### src/rtl/reg_file_sb.sv
// Two-read / one-write register file with a per-register busy scoreboard.
// Same-cycle write-back is bypassed to both read ports and hides busy.

module reg_file_sb_entry #(
    parameter int XLEN = 32
) (
    input  logic            clk,
    input  logic            rst,
    input  logic            wr_hit_i,
    input  logic [XLEN-1:0] wr_data_i,
    input  logic            set_i,
    input  logic            clr_i,
    output logic [XLEN-1:0] data_o,
    output logic            busy_o
);
    logic [XLEN-1:0] data_q;
    logic            busy_q;

    always_ff @(posedge clk) begin
        if (rst) begin
            data_q <= '0;
            busy_q <= 1'b0;
        end else begin
            if (wr_hit_i) data_q <= wr_data_i;
            // A new producer issuing on the same edge outranks the write-back clear.
            if (set_i)      busy_q <= 1'b1;
            else if (clr_i) busy_q <= 1'b0;
        end
    end

    assign data_o = data_q;
    assign busy_o = busy_q;
endmodule

module reg_file_sb #(
    parameter int XLEN  = 32,
    parameter int NREGS = 32,
    localparam int AW   = $clog2(NREGS)
) (
    input  logic            clk,
    input  logic            rst,
    input  logic [AW-1:0]   rs1_addr,
    input  logic [AW-1:0]   rs2_addr,
    output logic [XLEN-1:0] rs1_data,
    output logic [XLEN-1:0] rs2_data,
    output logic            rs1_busy,
    output logic            rs2_busy,
    input  logic            wr_en,
    input  logic [AW-1:0]   wr_addr,
    input  logic [XLEN-1:0] wr_data,
    input  logic            issue_en,
    input  logic [AW-1:0]   issue_rd,
    output logic [AW:0]     busy_count
);
    logic [NREGS-1:0][XLEN-1:0] regs;
    logic [NREGS-1:0]           busy;
    logic                       wr_ok;
    logic                       iss_ok;

    assign wr_ok  = wr_en && (wr_addr != '0);
    assign iss_ok = issue_en && (issue_rd != '0);

    // x0 is hardwired: no storage, never busy.
    for (genvar i = 0; i < NREGS; i++) begin : g_ent
        if (i == 0) begin : g_zero
            assign regs[i] = '0;
            assign busy[i] = 1'b0;
        end else begin : g_reg
            reg_file_sb_entry #(.XLEN(XLEN)) u_ent (
                .clk       (clk),
                .rst       (rst),
                .wr_hit_i  (wr_ok && (wr_addr == AW'(i))),
                .wr_data_i (wr_data),
                .set_i     (iss_ok && (issue_rd == AW'(i))),
                .clr_i     (wr_en && (wr_addr == AW'(i))),
                .data_o    (regs[i]),
                .busy_o    (busy[i])
            );
        end
    end

    always_comb begin
        rs1_data = regs[rs1_addr];
        rs2_data = regs[rs2_addr];
        if (wr_ok && (wr_addr == rs1_addr)) rs1_data = wr_data;
        if (wr_ok && (wr_addr == rs2_addr)) rs2_data = wr_data;
    end

    assign rs1_busy = busy[rs1_addr] && !(wr_en && (wr_addr == rs1_addr));
    assign rs2_busy = busy[rs2_addr] && !(wr_en && (wr_addr == rs2_addr));

    // Population count maintained incrementally from the actual bit transitions.
    logic        cnt_inc;
    logic        cnt_dec;
    logic [AW:0] cnt_q;
    logic [AW:0] cnt_d;

    assign cnt_inc = iss_ok && !busy[issue_rd];
    assign cnt_dec = wr_ok && busy[wr_addr] && !(iss_ok && (issue_rd == wr_addr));

    always_comb begin
        cnt_d = cnt_q;
        if (cnt_inc && !cnt_dec)      cnt_d = cnt_q + (AW+1)'(1);
        else if (cnt_dec && !cnt_inc) cnt_d = cnt_q - (AW+1)'(1);
    end

    always_ff @(posedge clk) begin
        if (rst) cnt_q <= '0;
        else     cnt_q <= cnt_d;
    end

    assign busy_count = cnt_q;
endmodule

### config.mk
export PLATFORM = sky130hd
export DESIGN_NAME = reg_file_sb
export DESIGN_NICKNAME = d
export VERILOG_FILES = /design/src/rtl/reg_file_sb.sv
export SDC_FILE = /design/constraint.sdc
export NUM_CORES = 2
export LEC_CHECK = 0
export CORE_MARGIN = 2
export CORE_UTILIZATION = 40
export DETAILED_ROUTE_END_ITERATION = 16
export DONT_BUFFER_PORTS = 1
export PLACE_DENSITY = 0.59
export SETUP_SLACK_MARGIN = 0.2
export SKIP_CTS_REPAIR_TIMING = 1
export SLEW_MARGIN = 20
export SYNTH_ARGS = -nofsm -noshare
export SYNTH_HDL_FRONTEND = slang
export SYNTH_SLANG_ARGS = --single-unit
### constraint.sdc
create_clock -name clk -period 6.7 [get_ports clk]
set_input_delay 0.67 -clock clk [delete_from_list [all_inputs] [get_ports clk]]
set_output_delay 0.67 -clock clk [all_outputs]
set_load 0.05 [all_outputs]
Word-level counts from Yosys, hierarchy flattened
Index checks and enable logic that the tools add are counted.

Register bits: 1029. Input bits: 56. Output and inout bits: 72. Logic and storage cells: 359.

Add/subtract/negate cells: 2. Magnitude comparators: 4. Equality and inequality tests: 65. Muxes and demuxes: 78. Reductions and logical operators: 147.

Operators by type and width (number): $bmux 32 s5 (2); $eq 5x5->1 const B (32); $mux 32 (4); $logic_and 1x1->1 (107); $eq 5x4->1 const B (16); $mux 1 (66); $reduce_bool 2->1 (32); $eq 5x3->1 const B (8); $lt 5x6->1 const B (4); $bmux 1 s5 (4); $eq 5x2->1 const B (4); $eq 5x5->1 (3); $mux 6 (2); $eq 5x1->1 const B (2); $reduce_bool 5->1 (2); $add 6x1->6 const B (1); $logic_not 1->1 (6); $sub 6x1->6 const B (1).

Logic depth before layout (Yosys ltp)
Depth after elaboration: 8. Mapped depth: 15.

Cells and area by module
Synthesis repeated with hierarchy kept, for this count alone.

Cell total of the unflattened synthesis: 5234. Area total of the unflattened synthesis: 56006.2 um^2.

By module, submodules not included: reg_file_sb_entry (times used 31, cells each 108, area an instance 1203.7 um^2); reg_file_sb (times used 1, cells each 1886, area an instance 18692.9 um^2).

Worst setup path before layout
No wires, ideal clock.

Path kind: input-to-output. Start: in rs1_addr[0]. End: out rs1_data[29]. Arrival: 3.519 ns. Data required time: 6.030 ns. Setup slack: 2.511 ns. Cell stages on the path: 10. Path buffers: 6. Path through: buf_4 buf_12 buf_8 buf_6 buf_6 buf_4 nand3b_1 o221ai_1 a21oi_1 o41ai_1.

Word-level cells in the longest chain between the ends: 3. Elaborated cells on any way between the ends: 5.

RTL lines: from (decl) (RTL line 42) `input logic [AW-1:0] rs1_addr,`; $bmux 32 s5 or $eq 5x5->1 (tied branches) (RTL line 83, 85); $mux 32 (implied by the code) or $logic_and 1x1->1 (tied branches) (RTL line 83, 85); $mux 32 * (RTL line 85) `if (wr_ok && (wr_addr == rs1_addr)) rs1_data = wr_data;`; to (decl) (RTL line 44) `output logic [XLEN-1:0] rs1_data,`.

Mark *: on every way between the ends. The rest lies on a longest branch, timed or not. The select of a mux whose other input is x is not followed.

Worst setup path after layout
Start: in rs1_addr[2]. End: out rs1_data[17].

Same word-level chain as after synthesis.

==> flow_metrics.tcl <==
set metrics [dict create \
    status "complete, but fails checks" \
    failed_checks "max-slew violations" \
    fin_crit_ps 4490 \
    switching_share_pct 24.3 \
    gp_congestion 0.900 \
    core_area_mm2 0.134 \
    end_kind "primary output" \
    ys_top_cells_by_area "dfxtp_1 38%, mux4_2 16%, nand2_1 15%, a21oi_1 9.6%, mux2i_1 4.1%" \
    met3_length_um 32200 \
    p_seq_share_pct 45.6 \
    die_area_mm2 0.138 \
    synthTopCellsByCount "2149 x nand2_1, 1031 x a21oi_1, 1029 x dfxtp_1, 486 x clkbuf_1, 394 x mux4_2" \
    ys_types 55 \
    critPathLaunchType "primary input" \
    fin_area_mm2 0.0591 \
    clockBufferDepth 3 \
    holdPathStages 2 \
    tritoncts "yes" \
    grt_overflow 0 \
    grt_max_degree 1036 \
    p_total_mw 13.7 \
    avgSynthCellArea_um2 8.50 \
    worst_pin_slew_ps 4740 \
    pwr_density_cell_mw_per_mm2 232 \
    clock_sinks 1029 \
    startpoint "rs1_addr[2]" \
    relSlewSlack_pct -216 \
    drive_gt1_share_pct 15.8 \
    tns_ps 0 \
    hold_viol 0 \
    leakage_nw 19.1 \
    port_buffers 0 \
    cap_violations 0 \
    timing.hold.ws_ps 39.7 \
    wl_per_cell_um 28.4 \
    die_width_um 371 \
    setup_viol 0 \
    drt_iter0_drc 7542 \
    syn_area_mm2 0.0540 \
    yosysTopAreaCell "dfxtp_1" \
    dr.pass1.iters 8 \
    synth_top_area_share_pct 38.2 \
    dp.final_hpwl_um 122000 \
    grt_pass1_wl_um 318000 \
    worstSetupPathType "in -> out" \
    drtAntennaViolNets 0 \
    postPlaceCellArea_mm2 0.0551 \
    met2_length_um 92100 \
    vias 48900 \
    highest_layer "met5" \
    grt_pass1_vias 45400 \
    max_freq_mhz 223 \
    wirelength_um 221000 \
    required_ps 6030 \
    synthCells 6349 \
    start_util_pct 40.4 \
    fin_util_pct 44.2 \
    track_usage_pct 31.2 \
    rr_endpoint "busy_count[4]" \
    crit_fanout 258 \
    final_net_count 5978 \
    finClkSkew_ps 9.97 \
    viasPerCell 6.28 \
    synth_top_flop_cell "dfxtp_1" \
    ys_warn_count 0 \
    arrival_ps 3820 \
    area_delta_synth_final_pct 9.44 \
    htreeDepth 3 \
    pwr-share-comb_pct 6.0 \
    intPower_mw 10.4 \
    fillers 12800 \
    root_buffer "clkbuf_16" \
    clkPwrFrac_pct 48.4 \
    period_share_pct 67.0 \
    cp-endpoint "rs1_data[17]" \
    synth-seq-cells 1029 \
    rsz0062_at_grt "false" \
    switchingPower_mw 3.33 \
    die_h_um 371 \
    reg2reg_slack_ps 2870 \
    insertion_delay_ps 750 \
    r2r_cells 12 \
    reg2reg_from "g_ent[19].g_reg.u_ent.busy_o" \
    drc 0 \
    synth_edf_count 0 \
    syn-num-nets 6412 \
    numCtsBuffers 113 \
    finalMaxSlewViolations 852 \
    wirelength_met1_um 85700 \
    pin_count 128 \
    grt_antenna_before_repair 1 \
    row_count 134 \
    clk_pin_slew_ps 60 \
    hold_path_class "in -> reg" \
    synth_most_common_cell "nand2_1" \
    vdd_drop_max_v 0.000182 \
    yosysSeqAreaShare_pct 38.2 \
    async_reset_ff_share_pct 0 \
]
-- cells in the final DEF, fill, tap and decap left out, drive strengths merged, types with 3 or more instances in the layout --
cell type  synthesis  final
nand2           2149   2149
a21oi           1031   1031
dfxtp           1029   1029
mux4             394    394
mux2i            222    222
clkbuf           516    172
buf              167    134
mux2             126    126
nor2             109    109
o21ai             97     97
a22oi             94     94
o221ai            61     61
a221oi            61     61
nor2b             44     44
nand3b            33     33
a31oi             33     33
a211oi            32     32
o41ai             31     31
clkinv             0     27
nor3              18     18
nand3             18     18
xor2              12     12
inv               10     12
nand2b            12     12
bufinv             0     10
ha                 6      6
nor4               5      5
and2               5      5
xnor2              4      4
o22ai              4      4
nand4              3      3
and3               3      3
-- cells by family (layout without fill, tap and decap cells) --
group | Yosys count | after routing | synth area share, %
simple gates | 2408 | 2408 | 17.5
compound gates | 1454 | 1454 | 15.3
flops | 1029 | 1029 | 38.2
mux | 742 | 742 | 23.2
buf+inv | 693 | 357 | 5.46
xor+xnor | 16 | 16 | 0.260
fa+ha+maj | 7 | 7 | 0.176
other cells | 0 | 1 | 0
-- flip-flops by register name, summed over array words and instances, names as in the netlist --
register and count:
g_ent.g_reg.u_ent.busy_o 31, g_ent.g_reg.u_ent.data_o 992, busy_count 6
-- through the flow --
stage / setup slack [ps] / std cells
finish: 2210 / 7782
global route: 2420 / 7781
CTS: 2560 / 7778
detailed placement: 2410 / 7565
global placement: 2400 / 7564
floorplan: 2510 / 6349
-- critical path, stage by stage --
cell	delay, ps
nand2b_2	770
buf_4	470
o221ai_1	230
a21oi_1	110
o41ai_2	590
buf_6	250
-- power by group through the flow --
stage / sequential (mW) / clock (mW) / combinational (mW)
6_report: 6.25 / 6.63 / 0.829
5_1_grt: 6.25 / 6.90 / 0.845
4_1_cts: 6.25 / 6.66 / 0.796
2_1_floorplan: 6.36 / 0 / 0.892
3_5_place_dp: 6.38 / 0 / 0.794
3_3_place_gp: 6.38 / 0 / 0.793
-- routing by layer --
| layer | vias to the layer above | track usage (%) |
|---|---|---|
| li1 | 21300 | - |
| met1 | 23700 | 41.8 |
| met2 | 3267 | 44.7 |
| met3 | 595 | 10.8 |
| met4 | 2 | 14.8 |
| met5 | - | 0 |
-- cell type report --
type                       count  area, µm²  area share [%]
multi-input combinational   4627      31100            52.7
sequential                  1029      20600            34.9
clock buffer                 172       3380            5.73
tap                         1768       2210            3.75
timing repair buffer         134       1180            2.00
clock inverter                41        515           0.873
inverter                      10       37.5          0.0636
antenna                        1       2.50         0.00424
-- worst min-delay path by stage --
stage                                     start                                to  slack, ps
2_1_floorplan   g_ent[3].g_reg.u_ent.data_o[30]   g_ent[3].g_reg.u_ent.data_o[30]        440
3_3_place_gp   g_ent[14].g_reg.u_ent.data_o[13]  g_ent[14].g_reg.u_ent.data_o[13]        450
3_5_place_dp   g_ent[14].g_reg.u_ent.data_o[13]  g_ent[14].g_reg.u_ent.data_o[13]        460
4_1_cts                              wr_data[8]    g_ent[6].g_reg.u_ent.data_o[8]         10
5_1_grt                              wr_data[0]    g_ent[1].g_reg.u_ent.data_o[0]         30
6_report                             wr_data[1]    g_ent[4].g_reg.u_ent.data_o[1]         40
No activity file was read; power rests on OpenSTA's default activity.
